<file path="src/rtl/op_imm_issue_stage.sv">
// OP-IMM decode/issue stage: captures instruction + rs1 value, presents a decoded op to the ALU.
// Define OP_IMM_ISSUE_SKID_EN for a two-entry skid buffer with registered instruction_ready.
module op_imm_issue_stage #(
  parameter logic [6:0]  OPCODE_OP_IMM   = 7'b0010011,
  parameter int unsigned ERR_COUNT_WIDTH = 16
) (
  input  logic                       clk,
  input  logic                       reset_n,
  input  logic                       instruction_valid,
  input  logic [31:0]                instruction,
  output logic                       instruction_ready,
  output logic [4:0]                 rs1_address,
  input  logic [31:0]                rs1_value,
  output logic                       issue_valid,
  input  logic                       issue_ready,
  output logic [2:0]                 subfunction_3,
  output logic [31:0]                immediate,
  output logic [31:0]                input_register_value,
  output logic [4:0]                 destination_register,
  output logic                       decoding_error,
  output logic [ERR_COUNT_WIDTH-1:0] error_count
);

  localparam int unsigned XLEN   = 32;
  localparam int unsigned REG_AW = 5;
  localparam int unsigned F3_W   = 3;
  localparam int unsigned F7_W   = 7;

  typedef struct packed {
    logic [F3_W-1:0]   funct3;
    logic [XLEN-1:0]   imm;
    logic [XLEN-1:0]   rs1_val;
    logic [REG_AW-1:0] rd;
    logic              err;
  } entry_t;

`ifdef OP_IMM_ISSUE_SKID_EN
  typedef enum logic [1:0] {S_EMPTY = 2'd0, S_ONE = 2'd1, S_TWO = 2'd2} state_e;
`else
  typedef enum logic [0:0] {S_EMPTY = 1'b0, S_ONE = 1'b1} state_e;
`endif

  state_e                     state_q, state_d;
  entry_t                     head_q, head_d;
  entry_t                     dec;
  logic [ERR_COUNT_WIDTH-1:0] err_cnt_q, err_cnt_d;
  logic [F7_W-1:0]            funct7;
  logic                       accept;
  logic                       issue;

  assign rs1_address = instruction[19:15];
  assign funct7      = instruction[31:25];
  assign accept      = instruction_valid && instruction_ready;
  assign issue_valid = (state_q != S_EMPTY);
  assign issue       = issue_valid && issue_ready;

  // Field extraction and legality check for the incoming word
  always_comb begin
    dec         = '0;
    dec.funct3  = instruction[14:12];
    dec.imm     = {{20{instruction[31]}}, instruction[31:20]};
    dec.rs1_val = rs1_value;
    dec.rd      = instruction[11:7];
    dec.err     = (instruction[6:0] != OPCODE_OP_IMM)
               || ((dec.funct3 == 3'b001) && (funct7 != 7'b0000000))
               || ((dec.funct3 == 3'b101) && (funct7 != 7'b0000000)
                                          && (funct7 != 7'b0100000));
  end

  // Saturating count of accepted illegal words
  always_comb begin
    err_cnt_d = err_cnt_q;
    if (accept && dec.err && (err_cnt_q != '1)) begin
      err_cnt_d = err_cnt_q + ERR_COUNT_WIDTH'(1);
    end
  end

`ifdef OP_IMM_ISSUE_SKID_EN
  entry_t tail_q, tail_d;
  logic   ready_q, ready_d;

  assign instruction_ready = ready_q;

  always_comb begin
    state_d = state_q;
    head_d  = head_q;
    tail_d  = tail_q;
    case (state_q)
      S_EMPTY: begin
        if (accept) begin
          head_d  = dec;
          state_d = S_ONE;
        end
      end
      S_ONE: begin
        if (issue) begin
          if (accept) head_d = dec;
          else        state_d = S_EMPTY;
        end else if (accept) begin
          tail_d  = dec;
          state_d = S_TWO;
        end
      end
      S_TWO: begin
        if (issue) begin
          head_d  = tail_q;
          state_d = S_ONE;
        end
      end
      default: state_d = S_EMPTY;
    endcase
    ready_d = (state_d != S_TWO);
  end

  always_ff @(posedge clk or negedge reset_n) begin
    if (!reset_n) begin
      tail_q  <= '0;
      ready_q <= 1'b0;
    end else begin
      tail_q  <= tail_d;
      ready_q <= ready_d;
    end
  end
`else
  logic rst_done_q;

  // Ready is held low until the first edge after reset release
  assign instruction_ready = rst_done_q && (!issue_valid || issue_ready);

  always_comb begin
    state_d = state_q;
    head_d  = head_q;
    case (state_q)
      S_EMPTY: begin
        if (accept) begin
          head_d  = dec;
          state_d = S_ONE;
        end
      end
      S_ONE: begin
        if (issue) begin
          if (accept) head_d = dec;
          else        state_d = S_EMPTY;
        end
      end
      default: state_d = S_EMPTY;
    endcase
  end

  always_ff @(posedge clk or negedge reset_n) begin
    if (!reset_n) rst_done_q <= 1'b0;
    else          rst_done_q <= 1'b1;
  end
`endif

  always_ff @(posedge clk or negedge reset_n) begin
    if (!reset_n) begin
      state_q   <= S_EMPTY;
      head_q    <= '0;
      err_cnt_q <= '0;
    end else begin
      state_q   <= state_d;
      head_q    <= head_d;
      err_cnt_q <= err_cnt_d;
    end
  end

  assign subfunction_3        = head_q.funct3;
  assign immediate            = head_q.imm;
  assign input_register_value = head_q.rs1_val;
  assign destination_register = head_q.rd;
  assign decoding_error       = head_q.err;
  assign error_count          = err_cnt_q;

endmodule
</file>
<file path="config.mk">
export PLATFORM = sky130hd
export DESIGN_NAME = op_imm_issue_stage
export DESIGN_NICKNAME = d
export VERILOG_FILES = /design/src/rtl/op_imm_issue_stage.sv
export SDC_FILE = /design/constraint.sdc
export NUM_CORES = 1
export LEC_CHECK = 0
export CAP_MARGIN = 20
export CELL_PAD_IN_SITES_DETAIL_PLACEMENT = 0
export CELL_PAD_IN_SITES_GLOBAL_PLACEMENT = 1
export CORE_MARGIN = 4
export CORE_UTILIZATION = 28
export CTS_CLUSTER_SIZE = 12
export DETAILED_ROUTE_END_ITERATION = 10
export PLACE_DENSITY_LB_ADDON = 0.1
export SLEW_MARGIN = 20
export SYNTH_ARGS = -nofsm -noshare
export SYNTH_HDL_FRONTEND = slang
export SYNTH_SLANG_ARGS = --single-unit
</file>
<file path="constraint.sdc">
create_clock -name clk -period 2.5 [get_ports clk]
set_clock_uncertainty 0.15 [all_clocks]
set_input_delay 0.25 -clock clk [delete_from_list [all_inputs] [get_ports clk]]
set_output_delay 0.25 -clock clk [all_outputs]
set_load 0.02 [all_outputs]
</file>
# [After elaboration in Yosys (flattened, before gate mapping)]
# Cells that the tools add are included.
[totals] ff_bits=91 mem_bits_ro=0 latch_bits=0 input_bits=68 mem_count=0 mem_bits_rw=0
[classes] mux=6 n_reduce_logical=13 addsub=1 div=0 n_shift=0 eq_ne=6 bitwise_logic=1 n_mul=0 magnitude_cmp=0
[op_table] op="73-bit 2-to-1 mux" count=2
[op_table] op="73-bit case mux with 2 select lines" count=1
[op_table] op="16-bit by 1-bit adder with 16-bit output (second input constant)" count=1
[op_table] op="16-bit != test (second input constant)" count=1
[op_table] op="1-bit logical AND" count=8
[op_table] op="7-bit by 5-bit != test with 1-bit output (second input constant)" count=1
[op_table] op="7-bit by 6-bit != test with 1-bit output (second input constant)" count=1
[op_table] op="7-bit nonzero test" count=1
[op_table] op="3-bit by 1-bit == test with 1-bit output (second input constant)" count=1
[op_table] op="3-bit == test (second input constant)" count=1
[op_table] op="1-bit logical OR" count=3
[op_table] op="1-bit 2-to-1 mux" count=2
[op_table] op="2-bit by 1-bit != test with 1-bit output (second input constant)" count=1
[op_table] op="1-bit case mux with 2 select lines" count=1
[op_table] op="1-bit logical NOT" count=1
[op_table] op="1-bit NOT" count=1

# [Logic depth before layout (Yosys ltp)]
# Gate-level depths: netlist (run 1).
[logic_depth] ltp_word=7 depth_mapped=7

# [Worst setup path before layout (run 1)]
# No wires, ideal clock.
[synth_timing] path_kind="reg2reg" startpoint="reg err_cnt_q[0] (netlist: error_count[0])" endpoint="reg err_cnt_q[6] (netlist: error_count[6])" setup_slack_ns=0.509 synth_period_minus_slack_ns=1.991 arrival_ns=1.706 t_required_ns=2.215 stages_incl_launch_ff=7 cell_sequence="dfrtp_1 ha_1 nand3_2 nor4b_4 buf_6 nor4_2 xor2_1"
[synth_between] elab_chain_len=2 word_cells_on_any_way=3 classes_between="1 x add/sub; 1 x eq/ne; 1 x reduce/logical"
[synth_rtl] element="from (decl)" line="46" rtl="logic [ERR_COUNT_WIDTH-1:0] err_cnt_q, err_cnt_d;"
[synth_rtl] element="from (signal assigned)" line="164" rtl="err_cnt_q <= err_cnt_d;"
[synth_rtl] element="parallel branches: the longest is 2 deep, another holds 16-bit by 1-bit adder with 16-bit output"
# Parallel ways; which one is timed is not known.
# A chain may end at the register's enable or synchronous reset.

==> flow_summary.ini, run 1 <==
[logic_synthesis]
synth_edf_count = 0
synth.area.top_cells = dfrtp_1 56%, nand2_1 19%, buf_4 5.9%
syn_area_sq_mm = 0.003173
synth_most_common_cell = nand2_1
synth_top_flop_cell = dfrtp_1
synth.yosys.seq_area_share = 0.5599
async_flop_share = 1.000
synthDominantCellAreaShare = 0.5599
synth_nets = 404
synthSimpleGateAreaFrac = 0.2969
synth_fa_ha_area_frac = 0.003943
synth_xor_area_frac = 0.03864
postSynthAreaPerCell_sq_um = 9.472
synth_mux_area_frac = 0.008281
synth_cell_types = 33
yosys.area.top_type = dfrtp_1
syn_inst = 335
synth_compound_area_frac = 0.009069
ys_seq_elements = 71
synth_top_family_by_area = simple AND/OR/NAND/NOR gates
ys.warnings.count = 0
synthTopCellsByCount = 164 x nand2_1, 71 x dfrtp_1, 25 x buf_4

[critical_path]
r2r_setup_slack_ns = 0.40
crit-reg2reg-launch = error_count[0]
endpoint_kind = primary output
worstPathCellList = clkdlybuf4s50_1
path_buf_inv = 1
critical-path-top-delay-family = buffers and inverters
critical_path_required_ns = 2.10
arrival_ns = 1.72
path_class = flop to primary output
r2r_cells = 6
critPathSlowestCell = clkdlybuf4s50_1
worstPathMaxFanout = 22
cp-start-kind = flop
r2r_end = error_count[1]
cpPeakStageDelay_ns = 0.72

[sta]
hold_violations = 0
finalSetupViolCount = 0
slew_headroom = 0.3875
drv_slew = 0
finalCritPeriodShare = 0.8494
rsz0062_at_grt = no
tns_ns = 0
post-route-min-period_ns = 2.124
max_freq_ghz = 0.4709
worst_pin_slew_ns = 0.9187

[clocking]
cts_buffers = 9
clockBufferDepth = 2
path_clk_slew_ns = 0.06
cts_root_buffer = clkbuf_16
insertion_delay_ns = 0.32
cts_tree = yes
cts_setup_buffers = 0
clock_sinks = 71
cts_max_level = 3

[cells_and_area]
final_cells = 611
syn2layout_area_growth_pct = 58.12
fin_nets = 535
drive_gt1_frac = 0.08493
antenna_cells = 0

[floorplanning]
initial_core_util = 0.2889
chipWidth_microns = 114.5
io_pins = 164
rows = 38
die-area_sq_mm = 0.01310
core_sq_mm = 0.01098
die_h_microns = 114.5

[drt]
avgViaCountPerCell = 4.236
wl_mm = 8.648
avgRoutedWirePerCell_microns = 14.15
ant_nets = 0
vias = 2588
firstDrtPassIters = 4
post-route-drc-count = 0
drtIter0Drc = 89

[power_and_ir_drop]
finalPower_w = 0.004092
p_seq_frac = 0.366
p_leak_nw = 2.349
power_frac_comb = 0.297
p_per_area_mw_per_mm2 = 815.7
clkPwrFrac = 0.337
p_sw_frac = 0.3069
vdd_drop_max_mv = 0.3599
power.internal_w = 0.002836
p_switching_w = 0.001256

[min_path]
hp-class = input port to flop
min_to = input_register_value[10]
min_from = rs1_value[10]
hold_depth = 3

[placed_design]
hpwl_mm = 6.115
portBuffers = 153
gp_congestion = 0.7164
dp.cells = 594

[grt]
grt.total_usage = 0.1349
globalRouteOverflowTotal = 0
grt_start_max_net_pins = 72
grt_first_pass_wirelength_mm = 13.88
grt_pass1_vias = 2692
antenna_found_initial = 0

[outcome]
outcome = finished clean

[flow_run]
max-cap-violations = 0
[layout make-up]
type | count | area [sq um]
Clock buffer | 11 | 242.7
Clock inverter | 5 | 81.33
Fill cell | 1089 | 5966
Inverter | 2 | 7.507
Multi-Input combinational cell | 224 | 1140
Sequential cell | 71 | 1777
Tap cell | 140 | 175.2
Timing Repair Buffer | 158 | 1594
[cells in the final DEF, fill, tap and decap left out, drive strengths merged]
| master | n |
|---|---|
| nor3b | 1 |
| conb | 1 |
| ha | 1 |
| mux2 | 2 |
| buf | 5 |
| nor2 | 7 |
| clkinvlp | 1 |
| a311oi | 1 |
| nor4bb | 1 |
| xor2 | 13 |
| inv | 2 |
| bufinv | 2 |
| dlygate4sd3 | 1 |
| and2 | 1 |
| clkbuf | 11 |
| nand3 | 5 |
| xnor2 | 1 |
| and3 | 1 |
| nor3 | 7 |
| dfrtp | 71 |
| clkinv | 2 |
| nand2 | 164 |
| nor4 | 3 |
| o21ai | 2 |
| clkdlybuf4s50 | 152 |
| nand2b | 3 |
| nand4 | 5 |
| nor4b | 5 |
[flip-flops by register name, indices dropped and copies added, names as in the netlist]
| register | flops |
|---|---|
| input_register_value | 32 |
| rst_done_q | 1 |
| destination_register | 5 |
| immediate | 12 |
| subfunction_3 | 3 |
| decoding_error | 1 |
| error_count | 16 |
| issue_valid | 1 |
[routing by layer]
metal / vias up / track usage / part of all wire
met5: - / 0 / 0
met1: 1198 / 0.1607 / 0.41
met2: 101 / 0.2165 / 0.47
met3: 5 / 0.06871 / 0.11
met4: 0 / 0.03325 / 0.0079
li1: 1284 / - / -
[power by group through the flow]
stage / sequential, W / combinational (W) / clock [W]
after detailed placement: 0.00152 / 0.00123 / 0
after CTS: 0.00150 / 0.00124 / 0.00143
after global placement: 0.00151 / 0.00123 / 0
after floorplan: 0.00173 / 0.000401 / 0
after global routing: 0.00153 / 0.00131 / 0.00148
final: 0.00150 / 0.00121 / 0.00138
[through the flow]
stage / worst slack, ns / utilization / hold WS [ns] / area, sq um
floorplan: 0.5090 / - / -0.1956 / 3173
global placement: 0.1423 / 0.4264 / 0.3086 / 4683
detailed placement: 0.1483 / 0.4264 / 0.3106 / 4683
CTS: 0.3117 / 0.4568 / 0.2791 / 5017
global route: 0.2298 / 0.4568 / 0.2874 / 5017
finish: 0.3764 / 0.4568 / 0.2977 / 5017
[timing repair]
action | CTS | global route
resized for setup | 0 | 0
hold buffers | 1 | 0
endpoints found under the hold margin | 71 | 0
[how the worst max path moves through the flow]
| stage | start | cells past startpoint | slack, ns | end |
|---|---|---|---|---|
| after floorplan | error_count[0] | 6 | 0.51 | error_count[6] |
| after global placement | instruction[25] | 7 | 0.14 | error_count[14] |
| after detailed placement | instruction[14] | 7 | 0.15 | error_count[14] |
| after CTS | immediate[30] | 1 | 0.31 | immediate[15] |
| after global routing | error_count[0] | 6 | 0.23 | error_count[1] |
| final | immediate[30] | 1 | 0.38 | immediate[15] |
[worst reg2reg max path: cells and delay by family, from the launching register on]
kind	cells	cell delay, ns
adder cells (fa/ha/maj)	1	0.21
buffers and inverters	1	0.28
flip-flops	1	0.43
multiplexers	1	0.29
AND/OR/NAND/NOR	3	0.62
[cells by family (layout without fill, tap and decap cells)]
logic type                 count (synthesis)  count (layout)
buffers and inverters                     40             176
xor gates and xnor gates                  14              14
and+or+nand+nor                          203             203
AOI/OAI and AO/OA                          3               3
DFF                                       71              71
muxes                                      2               2
other                                      1               1
adders and majority gates                  1               1
No activity file was read; power rests on OpenSTA's default activity.
==> run 2: changes to the inputs <==
Clock period 2.5 ns to 2 ns, I/O delays scaled along.
==> run 2 against run 1 <==
  * Routed wire length fell by 0.66%
  * Largest cell class unchanged
  * Non-clock buffer count rose by 17
  * Critical path depth rose by 2
  * Via count rose by 3.3%
  * Sequential share of layout area fell by 1.0 points
  * Critical endpoint is now instruction_ready
  * Total power rose by 24%
  * Combinational power rose by 36%
  * Sequential cell count did not move
  * Count of clock-buffer cells in the layout fell by 1
  * Cell area rose by 3.1%
  * Highest routed layer unchanged
  * Core utilization rose by 1.4 points
  * Hold slack got worse by 0.076 ns
==> flow_summary.ini, run 2 (synthesis results as in run 1) <==
[outcome]
outcome = finished clean

[critical_path]
r2r_cells = 6
r2r_setup_slack_ns = 0.20
endpoint = instruction_ready
arrival_ns = 1.58
startpoint = issue_valid
crit-reg2reg-launch = error_count[7]
endpoint_kind = primary output
r2r_end = error_count[1]
path_class = flop to primary output
cp-start-kind = flop
critical_path_required_ns = 1.65
worstPathMaxFanout = 3

[sta]
finalCritPeriodShare = 0.9626
tns_ns = 0
worst_pin_slew_ns = 0.5345
post-route-min-period_ns = 1.925
slew_headroom = 0.6436
drv_slew = 0
finalSetupViolCount = 0
hold_violations = 0
max_freq_ghz = 0.5195
setup_ws_ns = 0.07489
holdWs_ns = 0.2218
rsz0062_at_grt = no

[drt]
ant_nets = 0
avgRoutedWirePerCell_microns = 13.70
drtIter0Drc = 43
firstDrtPassIters = 4
vias = 2673
post-route-drc-count = 0
wl_mm = 8.591
avgViaCountPerCell = 4.263

[grt]
grt.total_usage = 0.1354
globalRouteOverflowTotal = 0
antenna_found_initial = 0
grt_start_max_net_pins = 52
grt_pass1_vias = 2763
grt_first_pass_wirelength_mm = 13.97

[clocking]
clock_sinks = 71
cts_setup_buffers = 0
cts_buffers = 9
cts_max_level = 3
path_clk_slew_ns = 0.06
cts_tree = yes
clockBufferDepth = 2
insertion_delay_ns = 0.32
cts_root_buffer = clkbuf_16

[floorplanning]
core_sq_mm = 0.01098
rows = 38
io_pins = 164
chipWidth_microns = 114.5
die-area_sq_mm = 0.01310
die_h_microns = 114.5
initial_core_util = 0.2889

[power_and_ir_drop]
finalPower_w = 0.005067
p_per_area_mw_per_mm2 = 979.9
p_leak_nw = 2.419
vdd_drop_max_mv = 0.4584

[cells_and_area]
antenna_cells = 0
finalInstanceArea_sq_mm = 0.005171
nFillCells = 1093
syn2layout_area_growth_pct = 62.97
multiInputGateArea_sq_mm = 0.001179
regArea_sq_mm = 0.001778
largest_reg_flops = 32
drive_gt1_frac = 0.1253
layout_commonest_cell = nand2_1
final_cell_mix = 163 x nand2_1, 152 x clkdlybuf4s50_1, 70 x dfrtp_1
fin_nets = 552

[placed_design]
portBuffers = 153
pre_cts_slack_ns = -0.3393
gp_congestion = 0.7649
postPlaceCellArea_sq_mm = 0.004823
hpwl_mm = 6.366

[flow_run]
max-cap-violations = 0

[min_path]
hp-class = input port to asynchronous set/reset pin
run 2: changes by cell type in the layout (fill, tap and decap cells not counted), sizes merged:
cell / previous run / this run
clkbuf: 11 / 10
buf: 5 / 22
clkinvlp: 1 / 2
bufinv: 2 / 1
run 2: power breakdown:
group | internal [W] | leakage [nW] | total (W) | switching [W]
Clock | 0.000992 | 0.141 | 0.00159 | 0.000602
Sequential | 0.00167 | 0.891 | 0.00183 | 0.000160
Combinational | 0.000825 | 1.39 | 0.00164 | 0.000818
Total | 0.00349 | 2.42 | 0.00507 | 0.00158
run 2: how the worst min path moves through the flow:
stage,startpoint,to,slack [ns],depth (start not counted)
2_1_floorplan,reset_n,decoding_error,-0.25,0
3_3_place_gp,reset_n,immediate[7],0.04,1
3_5_place_dp,reset_n,immediate[7],0.05,1
4_1_cts,reset_n,immediate[7],0.24,2
5_1_grt,rs1_value[8],input_register_value[8],0.25,3
6_report,reset_n,immediate[7],0.22,2
run 2: area by class of cell:
cell class	count	share of cell area
inverters	2	0.001452
multi-input cells	224	0.2279
repair buffers	175	0.3353
clock inverters	5	0.01137
flip-flops and latches	71	0.3438
clock buffers	10	0.04621
well taps	140	0.03387
run 2: worst max-delay path, cell delays in order, from the launching register on:
cell and delay [ns]:
dfrtp_1 0.37, nand2b_1 0.11, and2_1 0.15, clkdlybuf4s50_1 0.63
run 2: timing repair:
action,CTS,global route
hold buffers,1,0
resized for setup,2,4
setup endpoints to repair,22,3
endpoints found under the hold margin,33,0
run 2: layer usage:
layer / routed length (microns) / vias to the layer above / global-route usage
met4: 81 / 0 / 0.04513
met5: 0 / - / 0
met3: 914 / 7 / 0.05761
li1: - / 1321 / -
met1: 3529 / 1246 / 0.1620
met2: 4065 / 99 / 0.2192
run 2: per-stage QoR:
stage	cells	util
6_report	627	0.4708
5_1_grt	627	0.4708
4_1_cts	627	0.4679
3_5_place_dp	611	0.4392
3_3_place_gp	611	0.4392
2_1_floorplan	335	-
